**config.mk**
```make
export PLATFORM = sky130hd
export DESIGN_NAME = uc_multiciclo
export DESIGN_NICKNAME = d
export VERILOG_FILES = /design/src/rtl/uc_multiciclo.sv
export SDC_FILE = /design/constraint.sdc
export NUM_CORES = 1
export LEC_CHECK = 0
export BUFFER_PORTS_ARGS = -buffer_cell sky130_fd_sc_hd__buf_2
export CAP_MARGIN = 25
export CORE_MARGIN = 3
export CORE_UTILIZATION = 30
export DETAILED_ROUTE_END_ITERATION = 10
export GPL_TIMING_DRIVEN = 0
export HOLD_SLACK_MARGIN = 0.08
export SLEW_MARGIN = 40
export SYNTH_ARGS = -nofsm -noshare
export SYNTH_HDL_FRONTEND = slang
export SYNTH_SLANG_ARGS = --single-unit
```
**constraint.sdc**
```tcl
create_clock -name clk -period 8.05 [get_ports clk]
set_clock_uncertainty 0.05 [all_clocks]
set_input_delay 1.2075 -clock clk [delete_from_list [all_inputs] [get_ports clk]]
set_output_delay 1.2075 -clock clk [all_outputs]
set_load 0.1 [all_outputs]
```
**src/rtl/uc_multiciclo.sv**
```systemverilog
// rtl/uc_multiciclo.sv - multicycle FETCH/DECODE/EXEC control unit driving the FD datapath
// Control outputs are registered; decode is taken from the fetched word as it is loaded into IR.
module uc_multiciclo #(
  parameter int              PC_W     = 64,
  parameter logic [PC_W-1:0] RESET_PC = '0
) (
  input  logic            clk,
  input  logic            rst_n,
  output logic [PC_W-1:0] imem_addr,
  output logic            imem_req,
  input  logic            imem_valid,
  input  logic [31:0]     imem_data,
  output logic [4:0]      Ra,
  output logic [4:0]      Rb,
  output logic [4:0]      Rw,
  output logic            WE_reg,
  output logic            WE_mem,
  output logic [PC_W-1:0] OFFSET,
  output logic [1:0]      OP_MEM_I,
  output logic            ADD_SUB,
  input  logic [5:0]      flags,
  output logic [PC_W-1:0] pc,
  output logic            halted,
  output logic            illegal
);

  typedef enum logic [1:0] {S_FETCH, S_DECODE, S_EXEC, S_HALT} state_t;

  localparam logic [6:0] OPC_REG    = 7'b0110011;
  localparam logic [6:0] OPC_ADDI   = 7'b0010011;
  localparam logic [6:0] OPC_SUBI   = 7'b0001011;
  localparam logic [6:0] OPC_LOAD   = 7'b0000011;
  localparam logic [6:0] OPC_STORE  = 7'b0100011;
  localparam logic [6:0] OPC_BRANCH = 7'b1100011;

  state_t          state_q;
  logic [PC_W-1:0] pc_q;
  logic [31:0]     ir_q;
  logic [4:0]      ra_q, rb_q, rw_q;
  logic [PC_W-1:0] off_q;
  logic [1:0]      op_q;
  logic            sub_q;
  logic            we_reg_q, we_mem_q;
  logic            req_q;
  logic            halted_q, illegal_q;

  logic [31:0]     word;
  logic [6:0]      opc;
  logic [2:0]      f3;
  logic [6:0]      f7;
  logic [PC_W-1:0] imm_i, imm_s, imm_b;
  logic            dec_legal, dec_wreg, dec_wmem, dec_br, dec_sub;
  logic [4:0]      dec_ra, dec_rb, dec_rw;
  logic [PC_W-1:0] dec_off;
  logic [1:0]      dec_op;
  logic            br_taken;
  logic [PC_W-1:0] pc_seq_d, pc_tgt_d;

  // While fetching, decode the incoming word so the registered controls are valid in DECODE.
  always_comb begin
    word  = (state_q == S_FETCH) ? imem_data : ir_q;
    opc   = word[6:0];
    f3    = word[14:12];
    f7    = word[31:25];
    imm_i = {{(PC_W-12){word[31]}}, word[31:20]};
    imm_s = {{(PC_W-12){word[31]}}, word[31:25], word[11:7]};
    imm_b = {{(PC_W-13){word[31]}}, word[31], word[7], word[30:25], word[11:8], 1'b0};

    dec_legal = 1'b0;
    dec_wreg  = 1'b0;
    dec_wmem  = 1'b0;
    dec_br    = 1'b0;
    dec_sub   = 1'b0;
    dec_ra    = word[19:15];
    dec_rb    = word[24:20];
    dec_rw    = word[11:7];
    dec_off   = '0;
    dec_op    = 2'd0;

    case (opc)
      OPC_REG: begin
        if (f3 == 3'b000 && (f7 == 7'b0000000 || f7 == 7'b0100000)) begin
          dec_legal = 1'b1;
          dec_wreg  = 1'b1;
          dec_sub   = f7[5];
        end
      end
      OPC_ADDI, OPC_SUBI: begin
        if (f3 == 3'b000) begin
          dec_legal = 1'b1;
          dec_wreg  = 1'b1;
          dec_op    = 2'd2;
          dec_sub   = (opc == OPC_SUBI);
          dec_off   = imm_i;
        end
      end
      OPC_LOAD: begin
        if (f3 == 3'b011) begin
          dec_legal = 1'b1;
          dec_wreg  = 1'b1;
          dec_rb    = word[19:15];
          dec_op    = 2'd1;
          dec_off   = imm_i;
        end
      end
      OPC_STORE: begin
        if (f3 == 3'b011) begin
          dec_legal = 1'b1;
          dec_wmem  = 1'b1;
          dec_ra    = word[24:20];
          dec_rb    = word[19:15];
          dec_op    = 2'd1;
          dec_off   = imm_s;
        end
      end
      OPC_BRANCH: begin
        if (f3 != 3'b010 && f3 != 3'b011) begin
          dec_legal = 1'b1;
          dec_br    = 1'b1;
          dec_off   = imm_b;
        end
      end
      default: dec_legal = 1'b0;
    endcase
  end

  always_comb begin
    case (ir_q[14:12])
      3'b000:  br_taken = flags[0];
      3'b001:  br_taken = flags[1];
      3'b100:  br_taken = flags[2];
      3'b101:  br_taken = flags[3];
      3'b110:  br_taken = flags[4];
      3'b111:  br_taken = flags[5];
      default: br_taken = 1'b0;
    endcase
  end

  assign pc_seq_d = pc_q + PC_W'(4);
  assign pc_tgt_d = pc_q + off_q;

  always_ff @(posedge clk or negedge rst_n) begin
    if (!rst_n) begin
      state_q   <= S_FETCH;
      pc_q      <= RESET_PC;
      ir_q      <= '0;
      ra_q      <= '0;
      rb_q      <= '0;
      rw_q      <= '0;
      off_q     <= '0;
      op_q      <= 2'd0;
      sub_q     <= 1'b0;
      we_reg_q  <= 1'b0;
      we_mem_q  <= 1'b0;
      req_q     <= 1'b1;
      halted_q  <= 1'b0;
      illegal_q <= 1'b0;
    end else begin
      case (state_q)
        S_FETCH: begin
          if (imem_valid) begin
            ir_q    <= imem_data;
            ra_q    <= dec_ra;
            rb_q    <= dec_rb;
            rw_q    <= dec_rw;
            off_q   <= dec_off;
            op_q    <= dec_op;
            sub_q   <= dec_sub;
            req_q   <= 1'b0;
            state_q <= S_DECODE;
          end
        end
        S_DECODE: begin
          if (!dec_legal) begin
            halted_q  <= 1'b1;
            illegal_q <= 1'b1;
            state_q   <= S_HALT;
          end else begin
            we_reg_q <= dec_wreg && (dec_rw != 5'd0);
            we_mem_q <= dec_wmem;
            state_q  <= S_EXEC;
          end
        end
        S_EXEC: begin
          we_reg_q <= 1'b0;
          we_mem_q <= 1'b0;
          // A taken branch to a misaligned target stops the core without moving pc.
          if (dec_br && br_taken && pc_tgt_d[1:0] != 2'b00) begin
            halted_q  <= 1'b1;
            illegal_q <= 1'b1;
            state_q   <= S_HALT;
          end else begin
            pc_q    <= (dec_br && br_taken) ? pc_tgt_d : pc_seq_d;
            req_q   <= 1'b1;
            state_q <= S_FETCH;
          end
        end
        default: state_q <= S_HALT;
      endcase
    end
  end

  assign imem_addr = pc_q;
  assign imem_req  = req_q;
  assign pc        = pc_q;
  assign Ra        = ra_q;
  assign Rb        = rb_q;
  assign Rw        = rw_q;
  assign OFFSET    = off_q;
  assign OP_MEM_I  = op_q;
  assign ADD_SUB   = sub_q;
  assign WE_reg    = we_reg_q;
  assign WE_mem    = we_mem_q;
  assign halted    = halted_q;
  assign illegal   = illegal_q;

endmodule

```
==> impl_metrics.yaml <==
timing:
  fin_crit_ns: 4.37
  period_share: 0.543
  tns_ns: 0
  hold_viol: 0
  setup_violations: 0
  relSlewSlack: 0.442
  timing.fmax_mhz: 229
  tightest_slew_ns: 0.832
  grt_setup_unrepaired: "no"
  drv_slew: 0
finish:
  design_area_sq_um: 13900
  largest_reg_flops: 64
  syn_to_final_growth_pct: 22.6
  final_cells: 2287
  fin_nets: 1880
  fin_util: 0.376
  diodes: 0
  drive_gt1_frac: 0.241
cts:
  clockRootBuffer: "clkbuf_16"
  htree_num_levels: 4
  clk_pin_slew_ns: 0.06
  post_cts_buffers: 0
  cts_buffer_depth: 2
  cts_buffers: 17
  clk_latency_ns: 0.43
  cts_hold_buf: 0
  cts_resized: 0
  clkSinkCount: 127
  cts_tree: "done"
power_and_ir_drop:
  p_leak_nw: 6.65
  seqPwrFrac: 0.160
  intPower_w: 0.00228
  irDropWorstVdd_mv: 0.264
  cellPowerDensity_nw_per_um2: 432
  p_sw_w: 0.00372
  clkPwrFrac: 0.126
  netSwitchingFraction: 0.619
  fin_total_pwr_w: 0.00600
  combPwrFrac: 0.714
global_routing:
  grt_max_degree: 70
  antenna_found_initial: 0
  grt_overflow: 0
  grt_first_pass_wirelength_mm: 64.4
  track_usage: 0.199
  grt_pass1_vias: 11200
die:
  ios: 256
  rows: 70
  initial_core_util: 0.307
  die_w_um: 200
  die_area_sq_um: 40100
  core_area_sq_um: 37000
  dieHeight_um: 200
synthesis:
  syn_nets: 1603
  synthCells: 1493
  yosys.area.top_type: "dfrtp_1"
  yosys_register_bits: 127
  synth_edf_count: 0
  syn_avg_cell_area_sq_um: 7.59
  synth.distinct_cells: 75
  syn_area_sq_um: 11300
  synthArstFlopShare: 1.00
  yosys.area.top_type_share: 0.278
  seq_area_frac_synth: 0.281
  ys.flop_type: "dfrtp_1"
  yosys_warnings: 0
  synth_area_leaders: "dfrtp_1, a21oi_1, nand2_1"
detailed_routing:
  drc_errors: 0
  ant_nets: 0
  drtIter0Drc: 869
  vias: 12000
  wl_per_cell_um: 18.3
  drt-pass1-iter-count: 5
  vias_per_cell: 5.26
  wl_mm: 41.8
placement:
  gp_congestion: 0.923
  dp_hpwl_mm: 32.5
  dp.cells: 2255
  numPortBuffers: 255
  placed_area_sq_um: 13300
setup_path:
  path_class: "reg2reg"
  setup.reg_to_reg.worst_slack_ns: 3.68
  arrival_ns: 4.67
  cp-start-kind: "register"
  endpoint_kind: "register"
  required_ns: 8.35
  crit_fanout: 64
run_status:
  outcome: "finished, final reports clean"
hold_path:
  min_path_type: "reg2reg"
flow_run:
  drv_cap: 0
power by group through the flow:
| stage | Clock, W | Sequential [W] | Combinational, W |
|---|---|---|---|
| 6_report | 0.000756 | 0.000962 | 0.00428 |
| 5_1_grt | 0.000793 | 0.000984 | 0.00456 |
| 4_1_cts | 0.000762 | 0.000961 | 0.00426 |
| 3_5_place_dp | 0 | 0.000971 | 0.00424 |
| 3_3_place_gp | 0 | 0.00102 | 0.00420 |
| 2_1_floorplan | 0 | 0.00151 | 0.00285 |
final timing paths:
kind	end	startpoint	depth (start not counted)
worst min register to register	ir_q[25]	ir_q[25]	2
worst min-delay path	ir_q[25]	ir_q[25]	2
worst max-delay path	imem_addr[63]	OFFSET[62]	14
worst max register to register	imem_addr[63]	OFFSET[62]	14
min in group asynchronous	Rb[4]	rst_n	1
max in group asynchronous	imem_addr[57]	rst_n	2
through the flow:
step,worst slack (ns),hold WS [ns]
after floorplan,2.37,0.387
after global placement,1.22,0.404
after detailed placement,3.39,0.407
after CTS,3.68,0.422
after global routing,3.44,0.457
final,3.68,0.421
final cells by class:
type                            count  area, sq um
Buffer                            188         1150
Clock buffer                       17          425
Clock inverter                     15          135
Fill cell                        3893        23100
Inverter                           34          128
Multi-Input combinational cell   1144         6890
Sequential cell                   127         3180
Tap cell                          504          631
Timing Repair Buffer              258         1350
placed cells by master, fill, tap and decap left out, drive strengths merged, types with 11 or more instances in the layout:
| cell | n |
|---|---|
| a21o | 26 |
| a21oi | 183 |
| a22o | 13 |
| a31oi | 14 |
| and3 | 15 |
| buf | 382 |
| clkbuf | 81 |
| dfrtp | 126 |
| ha | 68 |
| inv | 38 |
| mux2i | 17 |
| nand2 | 238 |
| nand3 | 46 |
| nand4 | 41 |
| nor2 | 93 |
| nor2b | 11 |
| nor3 | 19 |
| nor4 | 14 |
| o21ai | 131 |
| o21bai | 12 |
| o22ai | 12 |
| xnor2 | 37 |
| xor2 | 24 |
cell families (layout without fill, tap and decap cells):
logic type	Yosys count	after routing	synth area share
adders and majority gates	69	69	0.0768
DFF	127	127	0.281
buffers and inverters	222	512	0.112
xor gates and xnor gates	61	61	0.0471
and+or+nand+nor	527	527	0.217
AOI/OAI and AO/OA	464	464	0.244
muxes	23	23	0.0220
synth_stat cells, types with 10 or more instances:
library cell and count:
nand2_1 238, a21oi_1 181, dfrtp_1 126, o21ai_0 121, buf_4 116, nor2_1 93, ha_1 68, clkbuf_1 64
nand3_1 46, nand4_1 41, xnor2_1 37, inv_1 34, a21o_1 26, xor2_1 24, nor3_1 18, mux2i_1 17
and3_1 15, a22o_1 13, a31oi_1 13, nor4_1 13, o21bai_1 12, o22ai_1 12, nor2b_1 11, nand2b_1 10
o21ai_1 10
critical path: stages (launching register included):
cell and delay [ns]:
dfrtp_4 0.60, buf_12 0.23, ha_1 0.30, clkbuf_1 0.26, nand4_1 0.22, or3_1 0.41
nor4_1 0.45, and3_1 0.31, a32o_1 0.22, a2111oi_1 0.11, nor2_1 0.39, a221oi_1 0.16
xnor2_1 0.15, a32oi_1 0.23, xnor2_1 0.15
layer usage:
metal	global-route usage	vias to the layer above	part of all wire
met1	0.275	5643	0.45
met4	0.0585	0	0.023
met2	0.320	507	0.45
met5	0	-	0
met3	0.0354	58	0.075
li1	-	5828	-
(Power assumes the default switching activity.)
